## config.mk

```make
export PLATFORM = sky130hd
export DESIGN_NAME = change_dispenser
export DESIGN_NICKNAME = d
export VERILOG_FILES = /design/src/rtl/change_dispenser_pkg.sv /design/src/rtl/change_dispenser_coin_select.sv /design/src/rtl/change_dispenser.sv
export SDC_FILE = /design/constraint.sdc
export NUM_CORES = 1
export LEC_CHECK = 0
export ABC_AREA = 1
export CAP_MARGIN = 30
export CORE_MARGIN = 2
export CORE_UTILIZATION = 56
export CTS_CLUSTER_DIAMETER = 100
export DETAILED_ROUTE_END_ITERATION = 12
export PLACE_DENSITY = 0.87
export SLEW_MARGIN = 20
export SYNTH_ARGS = -nofsm -noshare
export SYNTH_HDL_FRONTEND = slang
export SYNTH_SLANG_ARGS = --single-unit
```

## constraint.sdc

```tcl
create_clock -name clk -period 4.64 [get_ports clk]
set_input_delay 0.696 -clock clk [delete_from_list [all_inputs] [get_ports clk]]
set_output_delay 0.696 -clock clk [all_outputs]
set_load 0.02 [all_outputs]
```

## src/rtl/change_dispenser_pkg.sv

```systemverilog
`default_nettype none
// ============================================================================
// Package  : change_pkg
// Brief    : Shared coin values, cents type, FSM states and denomination index.
// Revision : 1.0
// ============================================================================
package change_pkg;

    localparam int unsigned CENTS_W   = 9;
    localparam int unsigned NUM_DENOM = 4;

    typedef logic [CENTS_W-1:0] cents_t;

    localparam cents_t COIN_DOLLAR  = 9'd100;
    localparam cents_t COIN_QUARTER = 9'd25;
    localparam cents_t COIN_DIME    = 9'd10;
    localparam cents_t COIN_NICKEL  = 9'd5;

    typedef enum logic [1:0] {
        IDLE     = 2'd0,
        DISPENSE = 2'd1,
        DONE     = 2'd2
    } state_t;

    // Index doubles as bit position in every {dollar, quarter, dime, nickel} vector.
    typedef enum logic [1:0] {
        DENOM_NICKEL  = 2'd0,
        DENOM_DIME    = 2'd1,
        DENOM_QUARTER = 2'd2,
        DENOM_DOLLAR  = 2'd3
    } denom_t;

    function automatic cents_t coin_value(input denom_t d);
        case (d)
            DENOM_DOLLAR:  coin_value = COIN_DOLLAR;
            DENOM_QUARTER: coin_value = COIN_QUARTER;
            DENOM_DIME:    coin_value = COIN_DIME;
            default:       coin_value = COIN_NICKEL;
        endcase
    endfunction

endpackage
`default_nettype wire

```

## src/rtl/change_dispenser_coin_select.sv

```systemverilog
`default_nettype none
// ============================================================================
// Module   : coin_select
// Brief    : Greedy pick of the largest coin that fits and is in stock.
// Revision : 1.0
// ============================================================================
module coin_select
    import change_pkg::*;
(
    input  cents_t                i_remain,
    input  logic [NUM_DENOM-1:0]  i_avail,
    output logic [NUM_DENOM-1:0]  o_sel,
    output cents_t                o_value
);

    always_comb begin
        logic w_found;
        w_found = 1'b0;
        o_sel   = '0;
        o_value = '0;
        for (int i = NUM_DENOM - 1; i >= 0; i--) begin
            if (!w_found && i_avail[i] && (coin_value(denom_t'(i[1:0])) <= i_remain)) begin
                w_found  = 1'b1;
                o_sel[i] = 1'b1;
                o_value  = coin_value(denom_t'(i[1:0]));
            end
        end
    end

endmodule
`default_nettype wire

```

## src/rtl/change_dispenser.sv

```systemverilog
`default_nettype none
// ============================================================================
// Module   : change_dispenser
// Brief    : Turns a change amount into one-per-clock coin-eject pulses.
//            Define CHANGE_INVENTORY_EN for hopper counters and refill ports.
// Revision : 1.0
// ============================================================================
module change_dispenser
    import change_pkg::*;
#(
    parameter int INV_W      = 8,
    parameter int INIT_COUNT = 20
) (
    input  logic             clk,
    input  logic             rst_n,
    input  logic             req_valid,
    input  logic [8:0]       req_amount,
    output logic             ready_o,
    output logic             dollar_o,
    output logic             quarter_o,
    output logic             dime_o,
    output logic             nickel_o,
    output logic             done_o,
    output logic [8:0]       short_o
`ifdef CHANGE_INVENTORY_EN
    ,
    input  logic             refill_valid,
    input  logic [3:0]       refill_mask,
    input  logic [INV_W-1:0] refill_count,
    output logic [3:0]       inv_empty_o
`endif
);

    state_t                r_state, w_state_nx;
    cents_t                r_remain, w_remain_nx;
    cents_t                r_short, w_short_nx;
    logic [NUM_DENOM-1:0]  r_coin, w_coin_nx;
    logic                  r_done, w_done_nx;
    logic [NUM_DENOM-1:0]  w_avail;
    logic [NUM_DENOM-1:0]  w_sel;
    cents_t                w_value;

    coin_select u_coin_select (
        .i_remain (r_remain),
        .i_avail  (w_avail),
        .o_sel    (w_sel),
        .o_value  (w_value)
    );

    always_ff @(posedge clk or negedge rst_n) begin
        if (!rst_n) begin
            r_state  <= IDLE;
            r_remain <= '0;
            r_short  <= '0;
            r_coin   <= '0;
            r_done   <= 1'b0;
        end else begin
            r_state  <= w_state_nx;
            r_remain <= w_remain_nx;
            r_short  <= w_short_nx;
            r_coin   <= w_coin_nx;
            r_done   <= w_done_nx;
        end
    end

    always_comb begin
        w_state_nx  = r_state;
        w_remain_nx = r_remain;
        w_short_nx  = r_short;
        w_coin_nx   = '0;
        w_done_nx   = 1'b0;
        case (r_state)
            IDLE: begin
                if (req_valid) begin
                    w_remain_nx = req_amount;
                    w_short_nx  = '0;
                    w_state_nx  = DISPENSE;
                end
            end
            DISPENSE: begin
                if (|w_sel) begin
                    w_coin_nx   = w_sel;
                    w_remain_nx = r_remain - w_value;
                end else begin
                    w_short_nx = r_remain;
                    w_done_nx  = 1'b1;
                    w_state_nx = DONE;
                end
            end
            DONE:    w_state_nx = IDLE;
            default: w_state_nx = IDLE;
        endcase
    end

`ifdef CHANGE_INVENTORY_EN
    // w_coin_nx is the one-hot decrement for the coin ejected on this edge.
    for (genvar g = 0; g < NUM_DENOM; g++) begin : g_inv
        logic [INV_W-1:0] r_cnt;
        logic [INV_W:0]   w_sum;
        logic [INV_W:0]   w_next;

        assign w_sum  = {1'b0, r_cnt} +
                        ((refill_valid && refill_mask[g]) ? {1'b0, refill_count} : '0);
        // An eligible coin always has r_cnt > 0, so this never wraps below zero.
        assign w_next = w_sum - {{INV_W{1'b0}}, w_coin_nx[g]};

        always_ff @(posedge clk or negedge rst_n) begin
            if (!rst_n)
                r_cnt <= INV_W'(INIT_COUNT);
            else if (w_next[INV_W])
                r_cnt <= '1;
            else
                r_cnt <= w_next[INV_W-1:0];
        end

        assign w_avail[g] = |r_cnt;
    end

    assign inv_empty_o = ~w_avail;
`else
    localparam logic c_cfg_ok = (INV_W > 0) && (INIT_COUNT >= 0);
    assign w_avail = {NUM_DENOM{c_cfg_ok}};
`endif

    assign ready_o = (r_state == IDLE);
    assign {dollar_o, quarter_o, dime_o, nickel_o} = r_coin;
    assign done_o  = r_done;
    assign short_o = r_short;

endmodule
`default_nettype wire

```

# == After elaboration in Yosys (flattened, before gate mapping) ==
# Index checks and enable logic that the tools add are counted.
# totals
elab_cells,49
in_bits,12
regBits,25
out_inout_bits,15
# op_classes
n_eq_ne,4
mux,23
order_cmp,4
n_reduce_logical,12
add_sub_neg,1
# ops
op,n
2-to-1 mux 9 bit,4
one-hot mux 9 bit (2 select lines),2
2-to-1 mux 7 bit,4
"less-or-equal comparator 3 x 9 -> 1 bit, first input constant",1
"less-or-equal comparator 4 x 9 -> 1 bit, first input constant",1
"less-or-equal comparator 5 x 9 -> 1 bit, first input constant",1
"less-or-equal comparator 7 x 9 -> 1 bit, first input constant",1
subtractor 9 bit,1
2-to-1 mux 1 bit,8
2-to-1 mux 4 bit,2
"!= test 2 bit, second input constant",3
AND reduction 3 bit,2
2-to-1 mux 2 bit,2
one-hot mux 2 bit (2 select lines),1
OR reduction 4 bit,1
logical AND 1 bit,3
logical NOT 1 bit,3
"equality test 2 x 1 -> 1 bit, second input constant",1
logical NOT 2 bit,1
AND reduction 2 bit,1
nonzero test 2 bit,1

# == Logic depth before layout (Yosys ltp) ==
# logic_depth
depth_word,14
ltp_mapped,18
mapped_depth_nobuf,18

# == Hierarchy ==
# From an unflattened synthesis, not the netlist that was laid out.
# unflattened
cells_unflattened,254
hier_area_um2,1761.7
# modules_own_cells
mod,cells_each,seq_area_each_um2,n_inst,area_each_um2
change_dispenser,197,625.6,1,1475.2
coin_select,57,0.0,1,286.5

# == Worst setup path before layout ==
# Ideal clock, no wire load.
# synth_path
path_kind,register to register
startpoint,reg r_remain[4]
endpoint,reg r_remain[8]
setup_ns,0.117
n_path_buf,0
path_slack_ns,2.454
period_less_slack_ns,2.186
arrival_ns,2.069
path_stages_with_launch,18
cell_sequence,dfrtp_1 > inv_1 > nand2_1 > nor2_1 > o21ai_0 > inv_1 > nand2_1 > nand2_1 > ha_1 > fa_1 > inv_1 > nand3_1 > nand2_1 > nand2_1 > nand3_1 > nand3_1 > nand2_1 > nand2_1
# synth_between
elab_chain_len,14
# synth_lines
item,line,source
start: declaration,change_dispenser.sv:35,"cents_t r_remain, w_remain_nx;"
start signal: assignment,change_dispenser.sv:59,r_remain <= w_remain_nx;
less-or-equal comparator 7 x 9 -> 1 bit,change_dispenser_coin_select.sv:22,if (!w_found && i_avail[i] && (coin_value(denom_t'(i[1:0])) <= i_remain)) begin
2-to-1 mux 1 bit,change_dispenser_coin_select.sv:22,
logical NOT 1 bit,change_dispenser_coin_select.sv:22,
logical AND 1 bit,change_dispenser_coin_select.sv:22,
2-to-1 mux 1 bit,change_dispenser_coin_select.sv:22,
logical NOT 1 bit,change_dispenser_coin_select.sv:22,
logical AND 1 bit,change_dispenser_coin_select.sv:22,
2-to-1 mux 1 bit,change_dispenser_coin_select.sv:22,
logical NOT 1 bit,change_dispenser_coin_select.sv:22,
logical AND 1 bit,change_dispenser_coin_select.sv:22,
2-to-1 mux 7 bit / 2-to-1 mux 1 bit (equally long branches),change_dispenser_coin_select.sv:22,
subtractor 9 bit / OR reduction 4 bit (equally long branches),"change_dispenser.sv:83, change_dispenser.sv:81",
2-to-1 mux 9 bit / != test 2 bit (equally long branches),--,
one-hot mux 9 bit (2 select lines) / AND reduction 3 bit (equally long branches),--,
# Parallel ways exist; a longest one is shown, timed or not. The select of a mux whose other input is x is not followed.
# A chain may end at the register's enable or synchronous reset.

# == Worst setup path after layout ==
# layout_path
startpoint,reg r_remain[4]
endpoint,reg r_remain[4]
# The elaborated chain is that of the path after synthesis.

==> flow_summary.toml <==
[status]
status = "finished clean"

[cells_and_area]
layout_commonest_cell = "nand2_1"
syn_to_final_growth_pct = 20.4
n_fill_cell = 223
drive_above_1_share_pct = 7.63
fin_area_um2 = 1880
diodes = 0
nets = 270
layout_common_cells = "nand2_1 (72), inv_1 (36), clkdlybuf4s50_1 (26)"
utilization_pct = 69.4

[grt]
grt_first_pass_wirelength_um = 5800
gr-total-overflow = 0
grt.total_usage_pct = 22.8
grt_max_degree = 21
antenna_found_initial = 0
grt_pass1_vias = 1322

[setup_path]
path_buf_inv = 3
crit_type = "reg2reg"
cpMaxStageDelayCell = "dfrtp_1"
max_stage_delay_ps = 430
critPathCaptureType = "flip-flop"
cp_top_family = "simple AND/OR/NAND/NOR gates"
critPathMostFrequentCell = "nand2_1"
cp.arrival_ps = 2820
required_ps = 4920
cp_cell_sequence = "inv_1, nand2_1, nor2_1, o21ai_0, inv_1, nand2_1, nand2_1, ha_1, fa_1, inv_1, nand3_1, nand2_1, xor2_1, nand2_1, nand2_1, nand2_1, nand2_1"
path_max_fanout = 5
startpoint_type = "flip-flop"

[route]
routedWlPerCell_um = 12.0
met1Wirelength_um = 1450
drc = 0
dr_wl_met2_um = 1690
viasPerCell = 5.10
drt_wl_total_um = 3370
ant_nets = 0
drtIter0Drc = 53
routed.top_layer = "met4"
dr_total_vias = 1428
met3_length_um = 175
first_pass_iters = 4

[timing]
maxSlewViolCount = 0
worstMarginPinSlew_ps = 638
fmax_ghz = 0.393
clock_skew_ps = 6.92
fin_crit_ps = 2540
relSlewSlack_pct = 57.3
setup_viol = 0
finalSetupTns_ps = 0
hold_viol = 0
rsz0062_at_grt = "no"
fin_crit_sh_pct = 54.8

[die]
die_area_um2 = 3230
num_rows = 19
initial_core_util_pct = 57.7
die_width_um = 56.8
core_um2 = 2710
die_h_um = 56.8
pin_count = 27

[clock_tree]
clock_latency_ps = 320
clk_pin_slew_worst_paths_ps = 150
cts_made_buffers = 3
cts_tree = "yes"
post_cts_buffers = 0
cts_resized = 0
clock_tree.root_cell = "clkbuf_4"
hold_buffers = 0
htree_levels = 1
clockBufferDepth = 2
clkSinkCount = 25

[place]
place_area_um2 = 1850
port_buffers = 26
gp_congestion = 0.994
dpl.hpwl_um = 2710

[yosys]
ys_types = 22
ys_warn_count = 0
synthCells = 222
syn_area_um2 = 1560
synth-seq-cells = 25
syn_nets = 242
ys_seq_area_share_pct = 40.0
postSynthAreaPerCell_um2 = 7.04

[run]
maxCapViolations = 0

[power]
power_leakage_nw = 1.03
clkPwrFrac_pct = 6.7
max-vdd-ir-drop_uv = 588
netSwitchingFraction_pct = 53.3
combPwrFrac_pct = 70.3
p_sw_mw = 0.820
powerDensity_nw_per_um2 = 817
p_int_mw = 0.718
p_seq_share_pct = 23.0

[min_path]
hold_path.class = "reg2reg"
-- Yosys cell counts, drive strengths merged --
| master | number | area, µm² |
|---|---|---|
| nand2 | 78 | 318 |
| inv | 37 | 139 |
| nand3 | 26 | 135 |
| dfrtp | 25 | 626 |
| nor2 | 25 | 98.8 |
| o21ai | 10 | 61.3 |
| ha | 7 | 87.6 |
| a21oi | 4 | 20.0 |
| buf | 4 | 25.0 |
| nand4 | 2 | 12.5 |
| fa | 1 | 20.0 |
| nor3 | 1 | 5.00 |
| or2 | 1 | 6.26 |
| xor2 | 1 | 8.76 |
-- cells by family after synthesis --
family / count (synthesis) / share of synthesized area [%]
compound gates: 14 / 5.20
xor+xnor: 1 / 0.561
fa+ha+maj: 8 / 6.89
buf+inv: 41 / 10.5
flops: 25 / 40.0
simple gates: 133 / 36.8
-- final cells by class --
type                    instances  area [µm²]  share of cell area (%)
flip-flops and latches         25         626                    33.2
well taps                      31        38.8                    2.06
multi-input cells             156         773                    41.1
clock buffers                   3        22.5                    1.20
clock inverters                 1        7.51                   0.399
inverters                      37         139                    7.38
repair buffers                 27         275                    14.6
-- state kept, by name (all words and copies together), names as in the netlist --
signal    cells
r_remain      9
short_o       9
r_coin        4
r_state       2
done_o        1
-- layer usage --
metal	GRT usage, %	up-vias
li1	-	734
met1	28.7	639
met2	39.2	47
met3	3.92	8
met4	7.97	0
met5	0	-
-- per-stage QoR --
step                      power [mW]  instances  setup WS (ps)  hold WS [ps]
after global routing            1.72        280           1850           518
after CTS                       1.53        280           2120           504
after global placement          1.40        275           2310           482
after detailed placement        1.43        276           2170           484
final                           1.54        280           2100           502
after floorplan                 1.18        222           2450           400
-- power by group through the flow --
| stage | Clock [mW] | Combinational [mW] | Sequential (mW) |
|---|---|---|---|
| 3_3_place_gp | 0 | 1.04 | 0.355 |
| 6_report | 0.103 | 1.08 | 0.353 |
| 5_1_grt | 0.113 | 1.24 | 0.363 |
| 3_5_place_dp | 0 | 1.07 | 0.357 |
| 2_1_floorplan | 0 | 0.808 | 0.372 |
| 4_1_cts | 0.106 | 1.08 | 0.352 |
-- path summary, 6_finish.rpt --
kind                                            to  slack (ps)                    start  cells after the start
min                         short_o[7]$_DFFE_PN0P_         500   short_o[7]$_DFFE_PN0P_                      2
max in group asynchronous  r_remain[3]$_DFFE_PN0P_        3450                    rst_n                      2
max reg2reg                r_remain[4]$_DFFE_PN0P_        2100  r_remain[4]$_DFFE_PN0P_                     17
min reg2reg                 short_o[7]$_DFFE_PN0P_         500   short_o[7]$_DFFE_PN0P_                      2
min in group asynchronous   short_o[1]$_DFFE_PN0P_         700                    rst_n                      1
max                        r_remain[4]$_DFFE_PN0P_        2100  r_remain[4]$_DFFE_PN0P_                     17
-- worst register-to-register path, delay by kind of cell (launching register included) --
kind | cells | cell delay (ps)
AND/OR/NAND/NOR | 10 | 790
adder cells (fa/ha/maj) | 2 | 590
flip-flops | 1 | 430
AO/OA/AOI/OAI | 1 | 210
XOR/XNOR | 1 | 150
buffers and inverters | 3 | 350
Power figures use the tool's default switching activity.
